===== config.mk =====
export PLATFORM = sky130hd
export DESIGN_NAME = axi_rd_arbiter
export DESIGN_NICKNAME = d
export VERILOG_FILES = /design/src/rtl/axi_pkg.sv /design/src/rtl/rr_pick.sv /design/src/rtl/axi_rd_arbiter.sv
export SDC_FILE = /design/constraint.sdc
export NUM_CORES = 1
export LEC_CHECK = 0
export BUFFER_PORTS_ARGS = -buffer_cell sky130_fd_sc_hd__buf_2
export CORE_AREA = 2 2 99 101
export DETAILED_ROUTE_END_ITERATION = 7
export DIE_AREA = 0 0 101 103
export PLACE_DENSITY = 0.81
export SYNTH_ARGS = -nofsm -noshare
export SYNTH_HDL_FRONTEND = slang
export SYNTH_SLANG_ARGS = --single-unit

===== constraint.sdc =====
create_clock -name clk -period 3.8 [get_ports clk]
set_clock_uncertainty 0.15 [all_clocks]
set_input_delay 0.38 -clock clk [delete_from_list [all_inputs] [get_ports clk]]
set_output_delay 0.38 -clock clk [all_outputs]
set_load 0.01 [all_outputs]

===== src/rtl/axi_pkg.sv =====
// Shared encodings for the cache-to-AXI read arbiter: FSM states, AXI constants
// and the one-bit grant encoding used by the tie-break selector.
package axi_pkg;

    typedef enum logic [1:0] {
        IDLE = 2'b00,
        ADDR = 2'b01,
        DATA = 2'b11
    } state_t;

    localparam logic [2:0] AXI_SIZE_WORD  = 3'b010;
    localparam logic [1:0] AXI_BURST_INCR = 2'b01;

    localparam logic GNT_I = 1'b0;
    localparam logic GNT_D = 1'b1;

endpackage


===== src/rtl/rr_pick.sv =====
// Two-requester selector: fixed priority (data cache wins) or round-robin on ties,
// with the last_grant register that the round-robin policy consults.
module rr_pick
    import axi_pkg::*;
#(
    parameter int ARB_MODE = 0
) (
    input  logic clk,
    input  logic resetn,
    input  logic req_i,
    input  logic req_d,
    input  logic take,
    output logic pick,
    output logic last_grant
);

    always_comb begin
        pick = GNT_I;
        if (req_i && req_d) begin
            pick = (ARB_MODE == 0) ? GNT_D : ~last_grant;
        end else if (req_d) begin
            pick = GNT_D;
        end
    end

    always_ff @(posedge clk or negedge resetn) begin
        if (!resetn) begin
            last_grant <= GNT_I;
        end else if (take) begin
            last_grant <= pick;
        end
    end

endmodule


===== src/rtl/axi_rd_arbiter.sv =====
// Merges icache and dcache refill requests onto one AXI read channel with a single
// outstanding transaction; the grant is held from address issue to the rlast beat.
module axi_rd_arbiter
    import axi_pkg::*;
#(
    parameter int          ARB_MODE = 0,
    parameter logic [3:0]  ID_I     = 4'd0,
    parameter logic [3:0]  ID_D     = 4'd1
) (
    input  logic        clk,
    input  logic        resetn,
    input  logic [31:0] i_araddr,
    input  logic [7:0]  i_arlen,
    input  logic        i_arvalid,
    output logic        i_arready,
    output logic [31:0] i_rdata,
    output logic        i_rlast,
    output logic        i_rvalid,
    input  logic        i_rready,
    input  logic [31:0] d_araddr,
    input  logic [7:0]  d_arlen,
    input  logic        d_arvalid,
    output logic        d_arready,
    output logic [31:0] d_rdata,
    output logic        d_rlast,
    output logic        d_rvalid,
    input  logic        d_rready,
    output logic [3:0]  arid,
    output logic [31:0] araddr,
    output logic [7:0]  arlen,
    output logic [2:0]  arsize,
    output logic [1:0]  arburst,
    output logic        arvalid,
    input  logic        arready,
    input  logic [3:0]  rid,
    input  logic [31:0] rdata,
    input  logic [1:0]  rresp,
    input  logic        rlast,
    input  logic        rvalid,
    output logic        rready,
    output logic        burst_err,
    output state_t      state,
    output logic [8:0]  beat_cnt
);

    // Handshakes: a transfer happens on a rising edge where valid and ready are both
    // high; the arbiter never makes a valid depend on the matching ready.
    state_t state_next;
    logic   grant;
    logic   pick;
    logic   last_grant;
    logic   take;
    logic   addr_hs;
    logic   beat;
    logic   beat_last;

    assign take      = (state == IDLE) && (i_arvalid || d_arvalid);
    assign addr_hs   = (state == ADDR) && arready;
    assign beat      = (state == DATA) && rvalid && rready;
    assign beat_last = beat && rlast;

    rr_pick #(
        .ARB_MODE(ARB_MODE)
    ) u_pick (
        .clk       (clk),
        .resetn    (resetn),
        .req_i     (i_arvalid),
        .req_d     (d_arvalid),
        .take      (take),
        .pick      (pick),
        .last_grant(last_grant)
    );

    always_ff @(posedge clk or negedge resetn) begin
        if (!resetn) begin
            state <= IDLE;
        end else begin
            state <= state_next;
        end
    end

    always_comb begin
        state_next = state;
        case (state)
            IDLE:    if (take)      state_next = ADDR;
            ADDR:    if (addr_hs)   state_next = DATA;
            DATA:    if (beat_last) state_next = IDLE;
            default:                state_next = IDLE;
        endcase
    end

    always_comb begin
        arvalid   = 1'b0;
        rready    = 1'b0;
        i_arready = 1'b0;
        d_arready = 1'b0;
        i_rvalid  = 1'b0;
        d_rvalid  = 1'b0;
        i_rlast   = 1'b0;
        d_rlast   = 1'b0;
        case (state)
            ADDR: begin
                arvalid = 1'b1;
                if (grant == GNT_D) d_arready = arready;
                else                i_arready = arready;
            end
            DATA: begin
                if (grant == GNT_D) begin
                    rready   = d_rready;
                    d_rvalid = rvalid;
                    d_rlast  = rlast;
                end else begin
                    rready   = i_rready;
                    i_rvalid = rvalid;
                    i_rlast  = rlast;
                end
            end
            default: ;
        endcase
    end

    assign i_rdata = rdata;
    assign d_rdata = rdata;
    assign arsize  = AXI_SIZE_WORD;
    assign arburst = AXI_BURST_INCR;

    always_ff @(posedge clk or negedge resetn) begin
        if (!resetn) begin
            grant  <= GNT_I;
            arid   <= 4'd0;
            araddr <= 32'd0;
            arlen  <= 8'd0;
        end else if (take) begin
            grant <= pick;
            if (pick == GNT_D) begin
                arid   <= ID_D;
                araddr <= d_araddr;
                arlen  <= d_arlen;
            end else begin
                arid   <= ID_I;
                araddr <= i_araddr;
                arlen  <= i_arlen;
            end
        end else if (beat_last) begin
            grant <= GNT_I;
        end
    end

    // beat_cnt holds beats already accepted, so the rlast beat should see cnt == arlen.
    always_ff @(posedge clk or negedge resetn) begin
        if (!resetn) begin
            beat_cnt  <= 9'd0;
            burst_err <= 1'b0;
        end else begin
            if (addr_hs) begin
                beat_cnt <= 9'd0;
            end else if (beat && beat_cnt != 9'h1FF) begin
                beat_cnt <= beat_cnt + 9'd1;
            end
            if (beat_last && beat_cnt != {1'b0, arlen}) begin
                burst_err <= 1'b1;
            end else if (beat && !rlast && beat_cnt >= {1'b0, arlen}) begin
                burst_err <= 1'b1;
            end
        end
    end

    logic unused_ok;
    assign unused_ok = ^{rid, rresp, last_grant};

endmodule


==> summary.md, run 1 <==
| Metric | Value |
|---|---|
| Grt ovf | `0` |
| Max cap viols | `0` |
| Max-slew violation count | `0` |
| Setup Total Neg Slack | `0 ps` |
| Largest net degree at the start of global routing | `around 80` |
| Die height | `103 um` |
| Routed via count | `2683` |
| N_diodes | `0` |
| Setup Crit Path Kind | `flop to flop` |
| Sw Pwr | `945 uW` |
| Period utilization | `0.613` |
| Leakage power | `0.00201 uW` |
| Combinational power share | `0.424` |
| Cell row count | `36` |
| Die X | `101 um` |
| Peak fanout along the critical path | `8` |
| Post-CTS setup buffer count | `0` |
| Die Area | `0.0104 mm^2` |
| Violation count after the first detailed-route iteration | `81` |
| First-pass detailed-route iteration total | `4` |
| Post-synth ARST share | `1.00` |
| Worst-path clk slew | `approximately 100 ps` |
| Main synth FF type | `dfrtp_1` |
| Synth-to-layout area growth | `13.7%` |
| Worst Tran Pin Value | `735 ps` |
| Global-route wire length before repair | `11.7 mm` |
| Critical Path AT | `2420 ps` |
| Hold-fix buffers, CTS | `1` |
| Synth area leaders | `dfrtp_1 (41%), buf_4 (16%), mux2i_1 (13%)` |
| Vias in the first global route | `2420` |
| Post-DRT Antenna Nets | `0` |
| Overall Global Routing Usage | `0.142` |
| Share of cells above drive strength 1 | `0.374` |
| Root cell of the clock tree | `clkbuf_8` |
| Synthesized area per cell | `9.25 um^2` |
| Clk pwr share | `0.156` |
| CTS H-tree lvls | `2` |
| Startpoint class of the critical path | `flop` |
| Slew HR | `0.510` |
| Run status | `completed` |
| Fill cell count | `a little under 1000` |
| Synth top cells by count | `buf_4 (72), dfrtp_1 (54), nor2_1 (54), mux2i_1 (44), a21oi_1 (43)` |
| Most instantiated library cell after synthesis | `buf_4` |
| I/O pin cnt | `260` |
| Mapped cell area | `~0.0033 mm^2` |
| Register bit total from synthesis | `54` |
| Max clock buf depth | `2` |
| Net Sw Frac | `0.391` |
| Part of the power in registers | `0.420` |
| Port bufs | `149` |
| CTS tree | `yes` |
| Total Wirelength | `about 7.8 mm` |
| Internal | `around 1500 uW` |
| Endpoint type of the worst setup path | `flop` |
| Final setup viols | `0` |
| Post-CTS resize count | `0` |
| DR DRC count | `0` |
| Post-Layout Inst Area | `0.00377 mm^2` |
| Placer Congestion | `roughly 0.8` |
| Average routed wire per standard cell | `14.2 um` |
| Clk_lat worst skew | `300 ps` |
| Clock sink total | `between 50 and 60` |
| Required @ worst endpoint | `3890 ps` |
| Core area | `between 0.009 and 0.01 mm^2` |
| Distinct cell type count of the synthesized netlist | `34` |
| Yosys top cell area share | `0.408` |
| Post-synth EDFFs | `0` |
| Max IR drop VDD | `0.253 mV` |
| Layout Nets | `574` |
| Power Dens Cells | `642 mW/mm^2` |
| Yosys warnings | `0` |
| Fmax | `0.429 GHz` |
| Initial core utilization | `0.350` |
| Minimum clock period | `2330 ps` |
| Seq/Total Area, Yosys | `0.408` |
| Min-Delay Path Class | `input port to flop` |
| Placed cell area | `0.00365 mm^2` |
| Initial antenna violation count | `0` |
| RSZ-0062 raised after global routing | `false` |
| Via-to-Cell Ratio | `4.86` |
| Syn Inst Count | `358` |
| TritonCTS Buffers | `5` |
| Final hold vios | `0` |
| Post-DP HPWL | `approximately 6 mm` |
| Area leader, netlist | `dfrtp_1` |
-- flip-flops by register name (all words and copies together) (netlist names) --
signal / flops
arid: 1
araddr: 32
beat_cnt: 9
arlen: 8
state: 2
burst_err: 1
grant: 1
-- path summary, 6_finish.rpt --
kind,to,depth (start not counted),from,slack [ps]
min in group asynchronous,araddr[22],2,resetn,460
min reg2reg,arid[0],1,arid[0],350
min,arlen[1],3,i_arlen[1],230
max reg2reg,beat_cnt[5],7,beat_cnt[2],1470
max in group asynchronous,arlen[0],3,resetn,2230
max,beat_cnt[5],7,beat_cnt[2],1470
-- worst max-delay path, cell delays in order, from the launching register on --
cell	delay, ps
dfrtp_1	500
and4_1	290
nand2_1	100
nor2_1	60
ha_1	210
or3_4	420
or4_1	470
nand2_1	80
-- layout by cell type (no fill, tap or decap) --
master,netlist,layout
o2bb2ai_1,1,1
a21o_1,2,2
dlygate4sd3_1,0,1
nor4b_2,1,1
and3b_1,1,1
nand2_1,17,17
nand3_1,4,4
xnor2_1,1,1
a2111oi_0,1,1
buf_4,72,3
clkbuf_1,11,2
nand4_1,3,3
o311ai_0,1,1
clkbuf_8,0,5
mux2i_1,44,44
nor3_1,4,3
or4_1,1,1
and4b_1,1,1
o21ai_0,4,4
dfrtp_1,54,54
conb_1,2,8
ha_1,10,10
inv_1,11,11
nand3b_1,1,1
o21bai_1,1,1
a22o_1,1,1
o221ai_1,1,1
a31o_2,3,3
bufinv_16,0,1
a32o_1,1,1
nor2b_1,1,1
buf_2,3,149
a21oi_1,43,43
or3_4,1,1
nor3_2,0,1
nor2_1,54,54
and4_1,1,1
-- power groups by stage --
stage               clock network, uW  registers [uW]  logic [uW]
floorplan                           0            1100         569
global placement                    0            1010        1000
detailed placement                  0            1020        1050
CTS                               394            1020        1040
global route                      414            1060        1160
finish                            376            1020        1030
-- area by class of cell --
class / count / area (um^2) / area share
sequential: 54 / 1350 / 0.359
multi-input combinational: 212 / 1350 / 0.358
timing repair buffer: 153 / 778 / 0.207
tap: 114 / 143 / 0.0379
clock buffer: 7 / 76.3 / 0.0203
inverter: 11 / 41.3 / 0.0110
clock inverter: 1 / 30.0 / 0.00797
-- per-layer routing --
layer	global-route usage	up-vias	part of all wire	routed length, um
met5	0	-	0	0
met4	0.0395	0	0.0084	66
met3	0.0420	13	0.082	645
met2	0.264	125	0.52	4090
met1	0.159	1261	0.39	3040
li1	-	1284	-	-
-- stage by stage --
step / hold slack, ps / utilization / total power [uW] / instances / setup slack, ps
detailed placement: 281 / 0.386 / 2070 / 543 / 1500
finish: 230 / 0.398 / 2420 / 552 / 1470
floorplan: -65.6 / - / 1670 / 364 / 1620
global route: 224 / 0.398 / 2630 / 552 / 1380
global placement: 266 / 0.386 / 2020 / 543 / 1540
CTS: 216 / 0.398 / 2460 / 552 / 1480
-- kinds of logic (layout without fill, tap and decap cells) --
kind of cell / count (synthesis) / in the layout / synth area share
buffers and inverters: 98 / 172 / 0.194
and+or+nand+nor: 90 / 90 / 0.121
AOI/OAI and AO/OA: 59 / 59 / 0.102
DFF: 54 / 54 / 0.408
muxes: 44 / 44 / 0.133
adders and majority gates: 10 / 10 / 0.0378
other: 2 / 8 / 0.00227
xor gates and xnor gates: 1 / 1 / 0.00264
No activity file was read; power rests on OpenSTA's default activity.
==> run 2, diff against run 1 <==
--- a/config.mk
+++ b/config.mk
@@ -6,10 +6,11 @@
 export NUM_CORES = 1
 export LEC_CHECK = 0
 export BUFFER_PORTS_ARGS = -buffer_cell sky130_fd_sc_hd__buf_2
-export CORE_AREA = 2 2 99 101
+export CORE_ASPECT_RATIO = 0.9
+export CORE_MARGIN = 2
+export CORE_UTILIZATION = 36
 export DETAILED_ROUTE_END_ITERATION = 7
-export DIE_AREA = 0 0 101 103
-export PLACE_DENSITY = 0.81
+export PLACE_DENSITY = 0.85
 export SYNTH_ARGS = -nofsm -noshare
 export SYNTH_HDL_FRONTEND = slang
 export SYNTH_SLANG_ARGS = --single-unit
==> constraint.sdc (replaced) <==
create_clock -name clk -period 2.1 [get_ports clk]
set_clock_uncertainty 0.15 [all_clocks]
set_input_delay 0.21 -clock clk [delete_from_list [all_inputs] [get_ports clk]]
set_output_delay 0.21 -clock clk [all_outputs]
set_load 0.01 [all_outputs]
==> run 2 against run 1 <==
Effect of this change:
- largest power group unchanged
- count of clock-buffer cells in the layout decreased by 1
- critical endpoint is now burst_err
- sequential share of layout area is 2.2 points lower
- global-route usage rose by 1.5 points
- routed wire length grew 5.1%
==> summary.md, run 2 (same netlist as run 1, synthesis figures left out) <==
| Metric | Value |
|---|---|
| Run status | `completed (unchanged)` |
| Slowest-stage cell, CP | `a2111oi_1 (was dfrtp_1)` |
| I/O pin cnt | `260 (unchanged)` |
| Slowest stage delay, CP | `440 ps (was 500 ps)` |
| Root cell of the clock tree | `clkbuf_8 (unchanged)` |
| Peak fanout along the critical path | `7 (was 8)` |
| Violation count after the first detailed-route iteration | `91 (was 81)` |
| Biggest regs | `araddr x32, beat_cnt x9, arlen x8 (unchanged)` |
| Hold WS | `46.5 ps (was 230 ps)` |
| Post-DP HPWL | `6.39 mm (was 6.17 mm)` |
| Clk_lat worst skew | `300 ps (about the same)` |
| Setup Crit Path Kind | `flop to flop (unchanged)` |
| Via-to-Cell Ratio | `4.78 (was 4.86)` |
| Die Area | `0.00999 mm^2 (was 0.0104 mm^2)` |
| Commonest non-fill, non-tap cell in the layout | `buf_2 (unchanged)` |
| Most frequent cells in the layout | `buf_2 (149), nor2_1 (54), dfrtp_1 (52) (was buf_2 (149), nor2_1 (54), dfrtp_1 (54))` |
| Placed cell area | `0.00380 mm^2 (was 0.00365 mm^2)` |
| Worst-path clk slew | `100 ps (about the same)` |
| Die height | `95.0 um (was 103 um)` |
| Slew HR | `0.629 (was 0.510)` |
| Initial antenna violation count | `1 (was 0)` |
| Overall Global Routing Usage | `0.157 (was 0.142)` |
| Core area | `0.00904 mm^2 (was 0.00946 mm^2)` |
| Share of cells above drive strength 1 | `0.425 (was 0.374)` |
| Pwr Total | `4660 uW (was 2420 uW)` |
| Layout Nets | `595 (was 574)` |
| Critical Path AT | `2070 ps (was 2420 ps)` |
| Die X | `105 um (was 101 um)` |
| Largest net degree at the start of global routing | `81 (unchanged)` |
| Largest Register | `araddr (unchanged)` |
| Max reg flops | `32 (unchanged)` |
| CTS H-tree lvls | `2 (unchanged)` |
| Max-slew violation count | `0 (unchanged)` |
| Final hold vios | `0 (unchanged)` |
| DR DRC count | `0 (unchanged)` |
| Worst Tran Pin Value | `557 ps (was 735 ps)` |
| Max clock buf depth | `2 (unchanged)` |
| Post-DRT Antenna Nets | `0 (unchanged)` |
| Endpoint type of the worst setup path | `flop (unchanged)` |
| Min-Delay Path Class | `input port to flop (unchanged)` |
| RSZ-0062 raised after global routing | `true (was false)` |
| CP dominant cell by count | `a21o_1 (was nand2_1)` |
| CTS tree | `yes (unchanged)` |
| Routed via count | `2777 (was 2683)` |
| Vias in the first global route | `2599 (was 2420)` |
| Average routed wire per standard cell | `14.2 um (about the same)` |
| Max IR drop VDD | `0.518 mV (was 0.253 mV)` |
| Total Wirelength | `8.24 mm (was 7.84 mm)` |
| Power Dens Cells | `1160 mW/mm^2 (was 642 mW/mm^2)` |
| Cell row count | `33 (was 36)` |
| Initial core utilization | `0.366 (was 0.350)` |
| Leakage power | `0.00213 uW (was 0.00201 uW)` |
| TritonCTS Buffers | `5 (unchanged)` |
| Cell Chain, Critical Path | `buf_4 -> ha_1 -> a21o_1 -> a21o_1 -> a2111oi_1 -> o21bai_1 (was and4_1 -> nand2_1 -> nor2_1 -> ha_1 -> or3_4 -> or4_1 -> nand2_1)` |
| Final setup viols | `0 (unchanged)` |
| N_diodes | `0 (unchanged)` |
| Minimum clock period | `2040 ps (was 2330 ps)` |
| Required @ worst endpoint | `2130 ps (was 3890 ps)` |
| Fmax | `0.490 GHz (was 0.429 GHz)` |
| Placer Congestion | `0.805 (was 0.802)` |
| Max cap viols | `0 (unchanged)` |
| Setup ws final | `57.2 ps (was 1470 ps)` |
| Port bufs | `149 (unchanged)` |
| First-pass detailed-route iteration total | `4 (unchanged)` |
| Clock sink total | `54 (unchanged)` |
| Startpoint class of the critical path | `flop (unchanged)` |
| Period utilization | `0.973 (was 0.613)` |
| Global-route wire length before repair | `12.7 mm (was 11.7 mm)` |
| Synth-to-layout area growth | `21.3% (was 13.7%)` |
| Grt ovf | `0 (unchanged)` |
| Post-Place Worst Slack | `9.66 ps (was 1500 ps)` |
| Setup Total Neg Slack | `0 ps (unchanged)` |
| Post-Layout Inst Area | `0.00402 mm^2 (was 0.00377 mm^2)` |
## run 2: area by class of cell
cell class              count  area (um^2)
clock buffers               6         82.6
repair buffers            174          961
well taps                 122          153
flip-flops and latches     54         1350
inverters                  11         41.3
fillers                   873         5020
multi-input cells         212         1370
clock inverters             2         60.1
## run 2: power by group
part           switching (uW)  internal, uW
logic                    1130           908
clock network             340           508
registers                 282          1490
total                    1750          2910
## run 2: routing by layer
| metal | wire length, um | track usage | part of all wire |
|---|---|---|---|
| met5 | 13 | 0 | 0.0016 |
| met4 | 104 | 0.0411 | 0.013 |
| met3 | 694 | 0.0485 | 0.084 |
| met2 | 4240 | 0.287 | 0.51 |
| met1 | 3190 | 0.181 | 0.39 |
## run 2: worst paths after layout
| kind | startpoint | endpoint | slack, ps | depth (start not counted) |
|---|---|---|---|---|
| setup / recovery | beat_cnt[2] | burst_err | 60 | 6 |
| hold / removal | i_araddr[3] | araddr[3] | 50 | 3 |
| setup reg to reg | beat_cnt[2] | burst_err | 60 | 6 |
| hold reg to reg | arid[0] | arid[0] | 360 | 1 |
| max in group asynchronous | resetn | beat_cnt[3] | 960 | 3 |
| min in group asynchronous | resetn | araddr[22] | 260 | 2 |
## run 2: per-stage QoR
step / util / std cells
after floorplan: - / 364
after global placement: 0.420 / 565
after detailed placement: 0.420 / 565
after CTS: 0.442 / 580
after global routing: 0.444 / 581
final: 0.444 / 581
## run 2: repair_timing
action / 4_1_cts / 5_1_grt
setup buffers: 6 / 1
setup endpoints to repair: 1 / 4
pin swaps: 2 / 0
endpoints found under the hold margin: 22 / 0
hold buffers: 1 / 0
resized for setup: 1 / 5
## run 2: worst max-delay path: cells and delay by family (launching register included)
family                     cells  cell delay, ps
AOI/OAI and AO/OA              4             910
adders and majority gates      1             290
buffers and inverters          1             160
DFF                            1             410
==> run 3, diff against run 2 <==
--- a/config.mk
+++ b/config.mk
@@ -13,4 +13,5 @@
 export PLACE_DENSITY = 0.85
 export SYNTH_ARGS = -nofsm -noshare
 export SYNTH_HDL_FRONTEND = slang
+export SYNTH_HIERARCHICAL = 1
 export SYNTH_SLANG_ARGS = --single-unit
==> run 3 against run 2 <==
Effect of this change:
- maximum frequency rose by 2.1%
- worst hold slack improved by 6.0 ps
- routed wire length fell by 1.5%
- global-route usage rose by 0.061 points
- final area fell by 2.8%
- cell count fell by 2.9%
- flip-flop and latch count did not move
- clock power fell by 16%
- power fell by 4.8%
- synthesized area barely moved
- synthesized cell count fell by 1.4%
- critical path type unchanged
- largest power group unchanged
- highest routed layer is now met4
==> summary.md, run 3 <==
| Metric | Value |
|---|---|
| Biggest regs | `araddr x32, beat_cnt x9, arlen x8 (unchanged)` |
| Root cell of the clock tree | `clkbuf_8 (unchanged)` |
| Max IR drop VDD | `0.450 mV (was 0.518 mV)` |
| Setup Crit Path Kind | `flop to flop (unchanged)` |
| Initial core utilization | `0.367 (was 0.366)` |
| Via-to-Cell Ratio | `4.69 (was 4.78)` |
| Commonest non-fill, non-tap cell in the layout | `buf_2 (unchanged)` |
| Slowest stage delay, CP | `420 ps (was 440 ps)` |
| Final setup viols | `0 (unchanged)` |
| Most frequent cells in the layout | `buf_2 (149), dfrtp_1 (52), nor2_1 (51) (was buf_2 (149), nor2_1 (54), dfrtp_1 (52))` |
| Total Wirelength | `8.12 mm (was 8.24 mm)` |
| Critical Path AT | `2040 ps (was 2070 ps)` |
| Clk_lat worst skew | `300 ps (about the same)` |
| Slowest-stage cell, CP | `dfrtp_2 (was a2111oi_1)` |
| CTS tree | `yes (unchanged)` |
| Average routed wire per standard cell | `14.4 um (was 14.2 um)` |
| Fmax | `0.500 GHz (was 0.490 GHz)` |
| Family with the most delay on the worst path | `simple AND/OR/NAND/NOR gates (was compound AO/OA/AOI/OAI gates)` |
| Die Area | `0.00999 mm^2 (about the same)` |
| Hold WS | `52.6 ps (was 46.5 ps)` |
| Period utilization | `0.953 (was 0.973)` |
| Synthesized area per cell | `9.39 um^2 (was 9.25 um^2)` |
| Port bufs | `149 (unchanged)` |
| Max clock buf depth | `2 (unchanged)` |
| Reg2reg start | `beat_cnt[2] (unchanged)` |
| Worst Hold Path EP | `araddr[17] (was araddr[3])` |
| DR DRC count | `0 (unchanged)` |
| Violation count after the first detailed-route iteration | `89 (was 91)` |
| Leakage power | `0.00207 uW (was 0.00213 uW)` |
| Routed via count | `2646 (was 2777)` |
| Share of cells above drive strength 1 | `0.412 (was 0.425)` |
| Worst-path clk slew | `100 ps (about the same)` |
| Placed cell area | `0.00375 mm^2 (was 0.00380 mm^2)` |
| Post-Layout Inst Area | `0.00391 mm^2 (was 0.00402 mm^2)` |
| Initial antenna violation count | `0 (was 1)` |
| Largest net degree at the start of global routing | `79 (was 81)` |
| Required @ worst endpoint | `2140 ps (was 2130 ps)` |
| Layout Nets | `578 (was 595)` |
| Non-Filler Instances | `564 (was 581)` |
| TritonCTS Buffers | `5 (unchanged)` |
| First-pass detailed-route iteration total | `4 (unchanged)` |
| Run status | `completed (unchanged)` |
| Final hold vios | `0 (unchanged)` |
| Peak fanout along the critical path | `3 (was 7)` |
| Grt ovf | `0 (unchanged)` |
| Hold Path Origin | `i_araddr[17] (was i_araddr[3])` |
| N_diodes | `0 (unchanged)` |
| CTS H-tree lvls | `2 (unchanged)` |
| Mapped cell area | `0.00331 mm^2 (about the same)` |
| Hold Path Stages | `3 (unchanged)` |
| Max-slew violation count | `0 (unchanged)` |
| Syn Inst Count | `353 (was 358)` |
| Cell row count | `33 (unchanged)` |
| Vias in the first global route | `2621 (was 2599)` |
| CP Buf/Inv Count | `1 (unchanged)` |
| Die height | `95.0 um (about the same)` |
| Reg2Reg Setup Slack | `100 ps (was 60 ps)` |
| Final Util | `0.432 (was 0.444)` |
| Overall Global Routing Usage | `0.158 (was 0.157)` |
| Endpoint type of the worst setup path | `flop (unchanged)` |
| Startpoint class of the critical path | `flop (unchanged)` |
| Post-DRT Antenna Nets | `0 (unchanged)` |
| Worst R2R End | `beat_cnt[2] (was burst_err)` |
| RSZ-0062 raised after global routing | `false (was true)` |
| Synth-to-layout area growth | `17.8% (was 21.3%)` |
| Post-DP HPWL | `6.49 mm (was 6.39 mm)` |
| Largest Register | `araddr (unchanged)` |
| Global-route wire length before repair | `12.6 mm (was 12.7 mm)` |
| I/O pin cnt | `260 (unchanged)` |
| R2R cell count | `8 (was 6)` |
| Placed cell count | `554 (was 565)` |
| Min-Delay Path Class | `input port to flop (unchanged)` |
| Core area | `0.00904 mm^2 (unchanged)` |
| Clock sink total | `54 (unchanged)` |
| Die X | `105 um (about the same)` |
| Minimum clock period | `2000 ps (was 2040 ps)` |
| Cell Chain, Critical Path | `and3_4 -> and2_4 -> and4_1 -> ha_4 -> nor4b_4 -> buf_4 -> xnor2_1 -> nor2_1 (was buf_4 -> ha_1 -> a21o_1 -> a21o_1 -> a2111oi_1 -> o21bai_1)` |
| Yosys warnings | `6 (was 0)` |
| Placer Congestion | `0.820 (was 0.805)` |
| Power Dens Cells | `1140 mW/mm^2 (was 1160 mW/mm^2)` |
| Max cap viols | `0 (unchanged)` |
| Max reg flops | `32 (unchanged)` |
run 3: cell count changes in the layout (fill, tap and decap cells not counted), sizes merged, moves of 2 or more:
| cell | before | now |
|---|---|---|
| nand2 | 17 | 13 |
| inv | 11 | 13 |
| a21o | 2 | 4 |
| nand4 | 3 | 1 |
| nand3 | 4 | 7 |
| nor2 | 54 | 51 |
| buf | 173 | 161 |
| a31o | 3 | 1 |
| and2 | 0 | 2 |
run 3: routing by layer:
metal	routed length, um	part of all wire	global-route usage
met3	701	0.086	0.0465
met4	26	0.0032	0.0300
met2	4090	0.50	0.296
met5	0	0	0
met1	3300	0.41	0.181
run 3: layout make-up:
type,instances,area (um^2)
Timing Repair Buffer,162,871
Sequential cell,54,1350
Clock buffer,7,86.3
Fill cell,875,5140
Multi-Input combinational cell,205,1360
Clock inverter,1,30.0
Tap cell,122,153
Inverter,13,48.8
run 3: worst register-to-register path, delay by kind of cell (launching register included):
family        cells  cell delay (ps)
buf+inv           1              160
flops             1              420
simple gates      5              870
fa+ha+maj         1              190
xor+xnor          1              100
run 3: through the flow:
stage                     power [uW]  TNS (ps)  worst slack, ps
final                           4440         0             98.7
after global routing            4800         0             17.0
after floorplan                 2990         0             39.7
after global placement          3680         0             55.7
after CTS                       4500         0             1.09
after detailed placement        3760     -7.62            -7.62
run 3: repair_timing:
item | CTS | global route
gates resized for setup | 2 | 4
buffers inserted | 0 | 1
pin swaps | 2 | 1
hold buffers | 1 | 0
endpoints found under the hold margin | 26 | 0
setup endpoints to repair | 3 | 10
run 3: how the worst max path moves through the flow:
stage | startpoint | to | slack [ps] | cells past startpoint
CTS | beat_cnt[2] | beat_cnt[4] | 1 | 7
global route | beat_cnt[2] | beat_cnt[2] | 20 | 8
detailed placement | beat_cnt[2] | beat_cnt[4] | -8 | 7
finish | beat_cnt[2] | beat_cnt[2] | 100 | 8
floorplan | beat_cnt[2] | beat_cnt[4] | 40 | 7
global placement | beat_cnt[2] | beat_cnt[4] | 60 | 7
run 3: power by group:
| group | switching, uW | internal [uW] |
|---|---|---|
| Sequential | 299 | 1490 |
| Clock | 323 | 389 |
| Combinational | 1090 | 847 |
| Total | 1710 | 2730 |
